$ cat config.mk
export PLATFORM = sky130hd
export DESIGN_NAME = unary_add_n
export DESIGN_NICKNAME = d
export VERILOG_FILES = /design/src/rtl/unary_add_n.sv
export SDC_FILE = /design/constraint.sdc
export NUM_CORES = 1
export LEC_CHECK = 0
export CAP_MARGIN = 25
export CORE_MARGIN = 4
export CORE_UTILIZATION = 47
export DETAILED_ROUTE_END_ITERATION = 16
export PLACE_DENSITY = 0.76
export SLEW_MARGIN = 20
export SYNTH_ARGS = -nofsm -noshare
export SYNTH_HDL_FRONTEND = slang
export SYNTH_SLANG_ARGS = --single-unit
$ cat constraint.sdc
create_clock -name clk -period 2.9 [get_ports clk]
set_clock_uncertainty 0.1 [all_clocks]
set_input_delay 0.29 -clock clk [delete_from_list [all_inputs] [get_ports clk]]
set_output_delay 0.29 -clock clk [all_outputs]
set_load 0.01 [all_outputs]
$ cat src/rtl/unary_add_n.sv
`default_nettype none
// +--------------------------------------------------------------------------+
// | Module   : unary_add_n                                                   |
// | Brief    : Multi-lane unary accumulator (wrap or saturate) + serial drain |
// | Revision : 1.0                                                           |
// +--------------------------------------------------------------------------+
module unary_add_n #(
  parameter int LANES    = 2,
  parameter int CNT_W    = 4,
  parameter int LIMIT    = 15,
  parameter int SAT_MODE = 0
) (
  input  logic             clk,
  input  logic             rst_n,
  input  logic             en,
  input  logic             read_or_write,
  input  logic [LANES-1:0] din,
  output logic             dout,
  output logic             C,
  output logic             sat,
  output logic [CNT_W-1:0] count_o,
  output logic             drain_done
);

  localparam int                PC_W    = $clog2(LANES + 1);
  localparam int                SUM_W   = CNT_W + 1;
  localparam logic [SUM_W-1:0]  LIMIT_S = SUM_W'(LIMIT);
  localparam logic [SUM_W-1:0]  TOP_S   = SUM_W'(LIMIT - 1);
  localparam logic [CNT_W-1:0]  TOP_C   = CNT_W'(LIMIT - 1);

  logic [CNT_W-1:0] count_q, count_d;
  logic             dout_q, dout_d;
  logic             c_q, c_d;
  logic             sat_q, sat_d;
  logic             done_q, done_d;

  logic [PC_W-1:0]  pc;
  logic [SUM_W-1:0] sum;
  logic [CNT_W-1:0] sum_low;
  logic [CNT_W-1:0] sum_wrap;

  always_comb begin
    pc = '0;
    for (int i = 0; i < LANES; i++) begin
      pc = pc + PC_W'(din[i]);
    end
  end

  // LANES <= LIMIT bounds sum below 2*LIMIT, so one subtraction always suffices.
  assign sum      = SUM_W'(pc) + {1'b0, count_q};
  assign sum_low  = CNT_W'(sum);
  assign sum_wrap = CNT_W'(sum - LIMIT_S);

  always_comb begin
    count_d = count_q;
    sat_d   = sat_q;
    dout_d  = 1'b0;
    c_d     = 1'b0;
    done_d  = 1'b0;
    if (en) begin
      if (read_or_write) begin
        sat_d = 1'b0;
        if (count_q != '0) begin
          dout_d  = 1'b1;
          count_d = count_q - CNT_W'(1);
          done_d  = (count_q == CNT_W'(1));
        end
      end else if (SAT_MODE != 0) begin
        if ((sum >= TOP_S) && (pc != '0)) begin
          count_d = TOP_C;
          if (sum > TOP_S) begin
            sat_d = 1'b1;
          end
        end else begin
          count_d = sum_low;
        end
      end else begin
        if (sum >= LIMIT_S) begin
          count_d = sum_wrap;
          c_d     = 1'b1;
        end else begin
          count_d = sum_low;
        end
      end
    end
  end

  always_ff @(posedge clk or negedge rst_n) begin
    if (!rst_n) begin
      count_q <= '0;
      dout_q  <= 1'b0;
      c_q     <= 1'b0;
      sat_q   <= 1'b0;
      done_q  <= 1'b0;
    end else begin
      count_q <= count_d;
      dout_q  <= dout_d;
      c_q     <= c_d;
      sat_q   <= sat_d;
      done_q  <= done_d;
    end
  end

  assign count_o    = count_q;
  assign dout       = dout_q;
  assign C          = c_q;
  assign sat        = sat_q;
  assign drain_done = done_q;

endmodule
`default_nettype wire

==> results of run 1 <==
-- power by group through the flow --
stage | Combinational, W | Clock [W] | Sequential [W]
after CTS | 0.000467 | 0.0000909 | 0.000191
after detailed placement | 0.000466 | 0 | 0.000192
final | 0.000465 | 0.0000904 | 0.000191
after global placement | 0.000455 | 0 | 0.000190
after floorplan | 0.000345 | 0 | 0.000174
after global routing | 0.000515 | 0.0000993 | 0.000198
-- path summary, 6_finish.rpt --
check	from	end	slack, ns	cells past startpoint
max	din[0]	count_o[1]$_DFFE_PN0P_	0.33	8
min	rst_n	count_o[2]$_DFFE_PN0P_	0.19	1
max reg2reg	count_o[0]$_DFFE_PN0P_	count_o[1]$_DFFE_PN0P_	0.41	7
min reg2reg	count_o[1]$_DFFE_PN0P_	count_o[1]$_DFFE_PN0P_	0.60	2
max in group asynchronous	rst_n	C$_DFF_PN0_	2.28	1
min in group clk	count_o[1]$_DFFE_PN0P_	count_o[1]$_DFFE_PN0P_	0.60	2
-- state kept, by name, summed over array words and instances, names as in the netlist --
| register | cells |
|---|---|
| C | 1 |
| drain_done | 1 |
| count_o | 4 |
| dout | 1 |
-- metal layers --
layer / part of all wire, % / wire (µm) / GRT usage (%) / vias up
met5: 0 / 0 / 0 / -
met4: 1.0 / 13 / 3.614 / 0
met3: 5.2 / 67 / 5.285 / 3
met2: 48 / 623 / 23.55 / 10
met1: 45 / 584 / 19.16 / 282
li1: - / - / - / 271
-- kinds of logic after synthesis --
kind of cell / count (synthesis)
muxes: 1
adders and majority gates: 5
DFF: 7
buffers and inverters: 8
other: 1
xor gates and xnor gates: 3
and+or+nand+nor: 22
AOI/OAI and AO/OA: 19
-- through the flow --
| step | std cells | worst slack, ns | power [W] | hold WS [ns] | utilization (%) |
|---|---|---|---|---|---|
| final | 94 | 0.3283 | 0.0007471 | 0.1882 | 64.96 |
| after floorplan | 66 | 0.4368 | 0.0005186 | -0.1056 | - |
| after global placement | 90 | 0.09333 | 0.0006457 | 0.4744 | 62.71 |
| after CTS | 94 | 0.3195 | 0.0007490 | 0.2069 | 64.96 |
| after detailed placement | 90 | 0.05900 | 0.0006577 | 0.4734 | 62.71 |
| after global routing | 94 | 0.2191 | 0.0008124 | 0.2191 | 64.96 |
-- cell usage in the layout, fill, tap and decap left out, drive strengths merged, types with 2 or more instances in the layout --
cell	count
clkdlybuf4s50	12
dfrtp	7
nand2	5
inv	5
a21oi	5
ha	4
clkbuf	4
nor2	3
o21ai	3
nand3	2
nor4b	2
nor3	2
and2	2
xnor2	2
and3	2
o31ai	2
-- layout make-up --
cell class,count,area (µm²)
repair buffers,13,127.6
multi-input cells,51,395.4
flip-flops and latches,7,175.2
inverters,5,18.77
clock buffers,4,26.28
fillers,108,410.4
well taps,14,17.52
==> out/results.ini, run 1 <==
[global_route]
grt_max_degree=11
antenna_found_initial=0
grtUsageTotal_pct=14.86
grt_overflow=0
grt_pass1_wl_mm=2.139
grt_pass1_vias=488

[route]
wirelength_mm=1.289
drc=0
post_drt_wl_per_cell_um=13.71
via_per_inst=6.021
drtIter0Drc=8
final_antenna_net_count=0
vias=566
dr.pass1.iters=4

[cells_and_area]
drive_gt1_share_pct=18.75
finalInstanceArea_um2=760.7
antenna_cells=0
syn2layout_area_growth_pct=24.08
fin_nets=92

[placed_design]
dp_hpwl_mm=1.039
finalWeightedCongestion=0.8663
dpl_cell_area_um2=734.5
numPortBuffers=12

[setup_path]
cp.required_ns=2.99
cp_cell_sequence=clkdlybuf4s50_1 -> fa_1 -> ha_1 -> ha_1 -> a21oi_2 -> a21oi_2 -> or4_1 -> nand3_1
cp_slowest_cell=or4_1
cp-start-kind=input pin
path_buf_inv=1
cp.arrival_ns=2.66
max_stage_delay_ns=0.52
path_delay_family=adder cells
cp-end-kind=register
crit_type=in -> reg
worst-path-max-fanout=5

[yosys]
synth_warnings=0
synth_seq_cells=7
synthFlopType=dfrtp_1
synth_top_family_by_area=compound AO/OA/AOI/OAI gates
syn_nets=77
yosys.area_share.adder_pct=11.43
synth_most_common_cell=dfrtp_1
seq_area_frac_synth_pct=28.57
synth_top_cell_by_area=dfrtp_1
synth_area_um2=613.1
yosys.area_share.simple_pct=22.45
synthMuxAreaShare_pct=1.633
synth_top_area_share_pct=28.57
syn_inst=66
syn_avg_cell_area_um2=9.289
ys_types=38
synth_area_leaders=dfrtp_1, ha_1, nor4b_2
synth_common_cells=dfrtp_1, nand2_1, ha_1, inv_1
synth_edf_count=0
synth_compound_area_share_pct=24.08
synth_xor_xnor_area_share_pct=4.286
async_reset_ff_share_pct=100.0

[power_and_ir_drop]
seq_power_share_pct=25.6
switching_share_pct=44.41
ir_drop_v=0.0004761
powerDensity_nw_per_um2=982.0
pwr-share-clk_pct=12.1
p_comb_share_pct=62.3
p_sw_w=0.0003318
intPower_w=0.0004153
p_leak_nw=0.3135

[timing]
fmax_ghz=0.3888
setup_violations=0
final_max_slew_viol_count=0
period_needed_ns=2.572
rsz0062_at_grt=false
period_share_pct=88.68
finalSetupTns_ns=0
hold_viol=0

[clock_network]
cts_tree=yes
hold_buffers=0
clockBufferDepth=2
path_clk_slew_ns=0.05
ctsResizeCount=0
clock-sinks=7
clock_latency_ns=0.26
cts-buffers-inserted=3
ctsHtreeMaxLevel=1
cts_setup_buffers=0
root_buffer=clkbuf_4

[die]
dieWidth_um=44.12
fp.dieH_um=44.12
die_area_um2=1946
initial_core_util_pct=52.35
io-pin-count=14
fp-row-count=12
core_region_area_um2=1171

[worst_hold_path]
worstHoldPathType=in -> async

[run]
cap_violations=0

[outcome]
outcome=finished, final reports clean

Power figures use the tool's default switching activity.
==> inputs of run 2 (changes only) <==
Settings changed: CORE_AREA set to 4 4 41 43, CORE_MARGIN 4 to unset, CORE_UTILIZATION 47 to unset, CTS_BUF_LIST set to sky130_fd_sc_hd__clkbuf_4, DIE_AREA set to 0 0 45 47, PLACE_DENSITY 0.76 to 0.74, SLEW_MARGIN 20 to unset.
==> run 2 against run 1 <==
Effect of this change:
- die area grew 8.7%
- utilization shrank 4.4 points
- first-iteration DRC count grew 88%
- combinational power grew 7.7%
- fmax grew 0.38%
- final area grew 3.6%
- non-clock buffer count grew 3
- register-to-register slack gained 0.03 ns
- clock power grew 4.5%
- wire length grew 6.9%
- sequential power is essentially flat
- global-route usage grew 0.78 points
==> out/results.ini, run 2 (synthesis results as in run 1) <==
[outcome]
outcome=finished, final reports clean

[clock_network]
clock_latency_ns=0.24  ; -0.02 ns
cts_setup_buffers=0  ; unchanged
hold_buffers=0  ; unchanged
clockBufferDepth=2  ; unchanged
path_clk_slew_ns=0.05  ; about the same
root_buffer=clkbuf_4
cts_tree=yes
cts-buffers-inserted=3  ; unchanged
ctsHtreeMaxLevel=1  ; unchanged
ctsResizeCount=0  ; unchanged
clock-sinks=7  ; unchanged

[power_and_ir_drop]
switching_share_pct=43.22  ; -1.2 points
pwr-share-clk_pct=12.0  ; about the same
p_sw_w=0.0003397  ; +2.4%
p_leak_nw=0.3322  ; +6.0%
powerDensity_nw_per_um2=997.1  ; +1.5%
intPower_w=0.0004462  ; +7.4%
ir_drop_v=0.0005143  ; +8.0%
seq_power_share_pct=24.2  ; -1.4 points
p_comb_share_pct=63.8  ; +1.5 points

[timing]
period_share_pct=88.34  ; -0.34 points
final_max_slew_viol_count=0  ; unchanged
setup_violations=0  ; unchanged
setup_ws_ns=0.3380  ; +0.009757 ns
fmax_ghz=0.3903  ; +0.38%
period_needed_ns=2.562  ; -0.009757 ns
rsz0062_at_grt=false
finalSetupTns_ns=0  ; unchanged
hold_viol=0  ; unchanged

[placed_design]
numPortBuffers=12  ; unchanged
place_inst=94  ; +4.4%
finalWeightedCongestion=0.7597  ; -12%
dp_hpwl_mm=1.147  ; +10%
pre_cts_ws_ns=0.06948  ; +0.01047 ns

[route]
via_per_inst=5.765  ; -4.3%
post_drt_wl_per_cell_um=14.06  ; +2.5%
vias=565  ; -0.18%
wirelength_mm=1.378  ; +6.9%
dr.pass1.iters=4  ; unchanged
drtIter0Drc=15  ; +7
drc=0  ; unchanged
final_antenna_net_count=0  ; unchanged

[setup_path]
path_buf_inv=1  ; unchanged
cp-start-kind=input pin
cp_cell_sequence=clkdlybuf4s50_1 -> fa_1 -> ha_1 -> ha_1 -> a21oi_2 -> a21oi_2 -> or4_1 -> nand3_1
path_delay_family=adder cells
cp.required_ns=2.98  ; about the same
cp_slowest_cell=or4_1
max_stage_delay_ns=0.52  ; about the same
cp-end-kind=register
cp.arrival_ns=2.64  ; -0.02 ns
crit_type=in -> reg
worst-path-max-fanout=4  ; -1

[die]
initial_core_util_pct=47.12  ; -5.2 points
core_region_area_um2=1301  ; +11%
io-pin-count=14  ; unchanged
fp.dieH_um=47  ; +6.5%
dieWidth_um=45  ; +2.0%
die_area_um2=2115  ; +8.7%
fp-row-count=13  ; +1

[cells_and_area]
antenna_cells=0  ; unchanged
final_common_cell=clkdlybuf4s50_1
finish.utilization_pct=60.58  ; -4.4 points
final_cells=98  ; +4.3%
drive_gt1_share_pct=22.89  ; +4.1 points
fillers=131  ; +21%
syn2layout_area_growth_pct=28.57
largest_reg_flops=4  ; unchanged
fin_nets=95  ; +3.3%
final_cell_mix=clkdlybuf4s50_1, dfrtp_1, nand2_1

[global_route]
grt_overflow=0  ; unchanged
grt_max_degree=11  ; unchanged
grt_pass1_vias=555  ; +14%
grtUsageTotal_pct=15.64  ; +0.78 points
antenna_found_initial=0  ; unchanged
grt_pass1_wl_mm=2.359  ; +10%

[run]
cap_violations=0  ; unchanged

[worst_hold_path]
worstHoldPathType=in -> async

-- run 2: cell count changes in the layout (fill, tap and decap cells not counted) --
| cell | before | now |
|---|---|---|
| clkbuf_4 | 3 | 4 |
| buf_4 | 1 | 4 |
| clkbuf_1 | 1 | 0 |
-- run 2: through the flow --
stage                     instance area (µm²)   power, W  hold slack, ns
after detailed placement                758.2  0.0006942          0.4692
after global placement                  758.2  0.0006770          0.4589
after CTS                               788.3  0.0007915          0.2053
after floorplan                         613.1  0.0005186         -0.1056
final                                   788.3  0.0007859          0.2005
after global routing                    788.3  0.0008644          0.2162
-- run 2: worst paths after layout --
kind,start,to,slack [ns],cells past startpoint
setup / recovery,din[0],count_o[1]$_DFFE_PN0P_,0.34,8
min in group clk,count_o[1]$_DFFE_PN0P_,count_o[1]$_DFFE_PN0P_,0.60,2
hold / removal,rst_n,count_o[2]$_DFFE_PN0P_,0.20,1
hold reg to reg,count_o[1]$_DFFE_PN0P_,count_o[1]$_DFFE_PN0P_,0.60,2
setup reg to reg,count_o[0]$_DFFE_PN0P_,count_o[1]$_DFFE_PN0P_,0.44,7
max in group asynchronous,rst_n,dout$_DFF_PN0_,2.26,1
-- run 2: layer usage --
metal | GRT usage [%] | vias to the layer above | share of wire [%]
met4 | 5.848 | 0 | 0
met1 | 17.33 | 272 | 43
met3 | 6.897 | 0 | 5.4
met2 | 26.55 | 13 | 52
li1 | - | 280 | -
met5 | 0 | - | 0
-- run 2: power groups by stage --
| stage | sequential (W) | combinational, W | clock, W |
|---|---|---|---|
| finish | 0.000190 | 0.000501 | 0.0000945 |
| detailed placement | 0.000192 | 0.000503 | 0 |
| CTS | 0.000190 | 0.000504 | 0.0000978 |
| floorplan | 0.000174 | 0.000345 | 0 |
| global route | 0.000198 | 0.000559 | 0.000108 |
| global placement | 0.000191 | 0.000486 | 0 |
-- run 2: cell type report --
type	instances	area (µm²)	share of cell area, %
Sequential cell	7	175.2	22.22
Timing Repair Buffer	16	150.1	19.05
Multi-Input combinational cell	51	395.4	50.16
Clock buffer	4	30.03	3.810
Tap cell	15	18.77	2.381
Inverter	5	18.77	2.381
==> inputs of run 3 (changes only) <==
Settings changed: CORE_AREA 4 4 41 43 to unset, CORE_MARGIN set to 4, CORE_UTILIZATION set to 45, DIE_AREA 0 0 45 47 to unset, PLACE_DENSITY 0.74 to 0.76.
Clock period 2.9 ns to 2.3 ns, I/O delays scaled along.
==> run 3 against run 2 <==
Effect of this change:
- critical path type unchanged
- via count rose by 6.5%
- final area is 13% higher
- hold slack got worse by 0.073 ns
- highest routed layer is now met4
- final cell count grew 6.1%
==> out/results.ini, run 3 (synthesis results as in run 1) <==
[global_route]
grt_pass1_vias=543  ; -2.2%
grt_max_degree=11  ; unchanged
grtUsageTotal_pct=18.07  ; +2.4 points
grt_overflow=0  ; unchanged
antenna_found_initial=0  ; unchanged
grt_pass1_wl_mm=2.525  ; +7.0%

[placed_design]
numPortBuffers=12  ; unchanged
dp_hpwl_mm=1.190  ; +3.8%
finalWeightedCongestion=0.8694  ; +14%

[power_and_ir_drop]
p_leak_nw=0.3765  ; +13%
ir_drop_v=0.0008120  ; +58%
powerDensity_nw_per_um2=1356  ; +36%
power_w=0.001211  ; +54%

[cells_and_area]
finish.utilization_pct=69.52  ; +8.9 points
fin_nets=101  ; +6.3%
final_cell_mix=clkdlybuf4s50_1, buf_4, dfrtp_1
largest_reg_flops=4  ; unchanged
drive_gt1_share_pct=32.58  ; +9.7 points
final_common_cell=clkdlybuf4s50_1
multi_input_area_um2=455.4  ; +15%
regArea_um2=176.4  ; +0.71%
antenna_cells=0  ; unchanged
fillers=107  ; -18%
syn2layout_area_growth_pct=45.71

[timing]
rsz0062_at_grt=true
final_max_slew_viol_count=0  ; unchanged
hold_ws_ns=0.1271  ; -0.07339 ns
hold_viol=0  ; unchanged
period_needed_ns=2.284
period_share_pct=99.31
fmax_ghz=0.4378
setup_violations=0  ; unchanged

[route]
met1_length_um=718  ; +21%
post_drt_wl_per_cell_um=15.23  ; +8.3%
routed.top_layer=met4
via_per_inst=5.788  ; +0.40%
drc=0  ; unchanged
final_antenna_net_count=0  ; unchanged
vias=602  ; +6.5%
dr.pass1.iters=4  ; unchanged
wl_met3_um=85  ; +15%
wirelength_mm=1.584  ; +15%
drtIter0Drc=16  ; +1
met2_length_um=753  ; +5.8%

[clock_network]
hold_buffers=0  ; unchanged
path_clk_slew_ns=0.05  ; about the same
cts_tree=yes
root_buffer=clkbuf_4
clock_latency_ns=0.26  ; +0.02 ns
clock-sinks=7  ; unchanged
ctsHtreeMaxLevel=1  ; unchanged
clockBufferDepth=2  ; unchanged
cts-buffers-inserted=3  ; unchanged

[die]
initial_core_util_pct=47.71  ; +0.60 points
fp-row-count=13  ; unchanged
dieWidth_um=44.91  ; -0.20%
die_area_um2=2017  ; -4.6%
io-pin-count=14  ; unchanged
fp.dieH_um=44.91  ; -4.4%
core_region_area_um2=1285  ; -1.3%

[setup_path]
cp-start-kind=input pin
cp.required_ns=2.39  ; -0.59 ns
cp.arrival_ns=2.38  ; -0.26 ns
crit_type=in -> reg
cp-end-kind=register
worst-path-max-fanout=5  ; +1

[outcome]
outcome=finished, final reports clean

[worst_hold_path]
worstHoldPathType=in -> async

[run]
cap_violations=0  ; unchanged

## run 3: cell types whose count changed in the layout (fill, tap and decap cells not counted), moves of 2 or more
cell / delta
ha_1: -2
buf_4: +6
ha_4: +2
nor4b_4: +2
a21oi_4: +2
a21oi_2: -2
nor4b_2: -2
## run 3: power breakdown
group	internal (W)	total (W)	switching, W	leakage (nW)
combinational	0.000437	0.000849	0.000412	0.270
sequential	0.000166	0.000234	0.0000686	0.0881
clock	0.0000782	0.000128	0.0000495	0.0184
## run 3: layer usage
metal	track usage, %	vias to the layer above
li1	-	289
met1	22.91	294
met2	27.51	15
met3	5.976	4
met4	8.772	0
met5	0	-
## run 3: worst max-delay path, cell delays in order
cell and delay (ns):
clkdlybuf4s50_1 0.43, fa_2 0.40, ha_4 0.24, ha_4 0.17
a21oi_4 0.23, nor4b_4 0.10, or4_1 0.51, nand3_1 0.08
## run 3: cell type report
class                      instances  share of cell area [%]
multi-input combinational         51                   50.98
timing repair buffer              22                   21.71
sequential                         7                   19.75
clock buffer                       4                   3.361
inverter                           5                   2.101
tap                               15                   2.101
## run 3: stage by stage
step	TNS [ns]	instance area, µm²	cells	setup WS, ns
global placement	-0.8572	807.0	98	-0.3006
global route	-0.01789	893.4	104	-0.01789
floorplan	0	631.9	66	0.007037
CTS	0	884.6	104	0.002923
detailed placement	-1.065	807.0	98	-0.3416
finish	0	893.4	104	0.01593
## run 3: repair_timing
item | 4_1_cts | 5_1_grt
resized for setup | 5 | 2
pin swaps | 4 | 3
setup endpoints to repair | 2 | 3
buffers inserted | 2 | 0
## run 3: path summary, 6_finish.rpt
kind	startpoint	end	slack [ns]	cells after the start
setup / recovery	din[0]	count_o[1]$_DFFE_PN0P_	0.02	8
hold / removal	rst_n	drain_done$_DFF_PN0_	0.13	1
setup reg to reg	count_o[0]$_DFFE_PN0P_	count_o[1]$_DFFE_PN0P_	0.03	7
hold reg to reg	count_o[3]$_DFFE_PN0P_	count_o[3]$_DFFE_PN0P_	0.62	1
max in group asynchronous	rst_n	count_o[0]$_DFFE_PN0P_	1.71	1
min in group clk	count_o[3]$_DFFE_PN0P_	count_o[3]$_DFFE_PN0P_	0.62	1
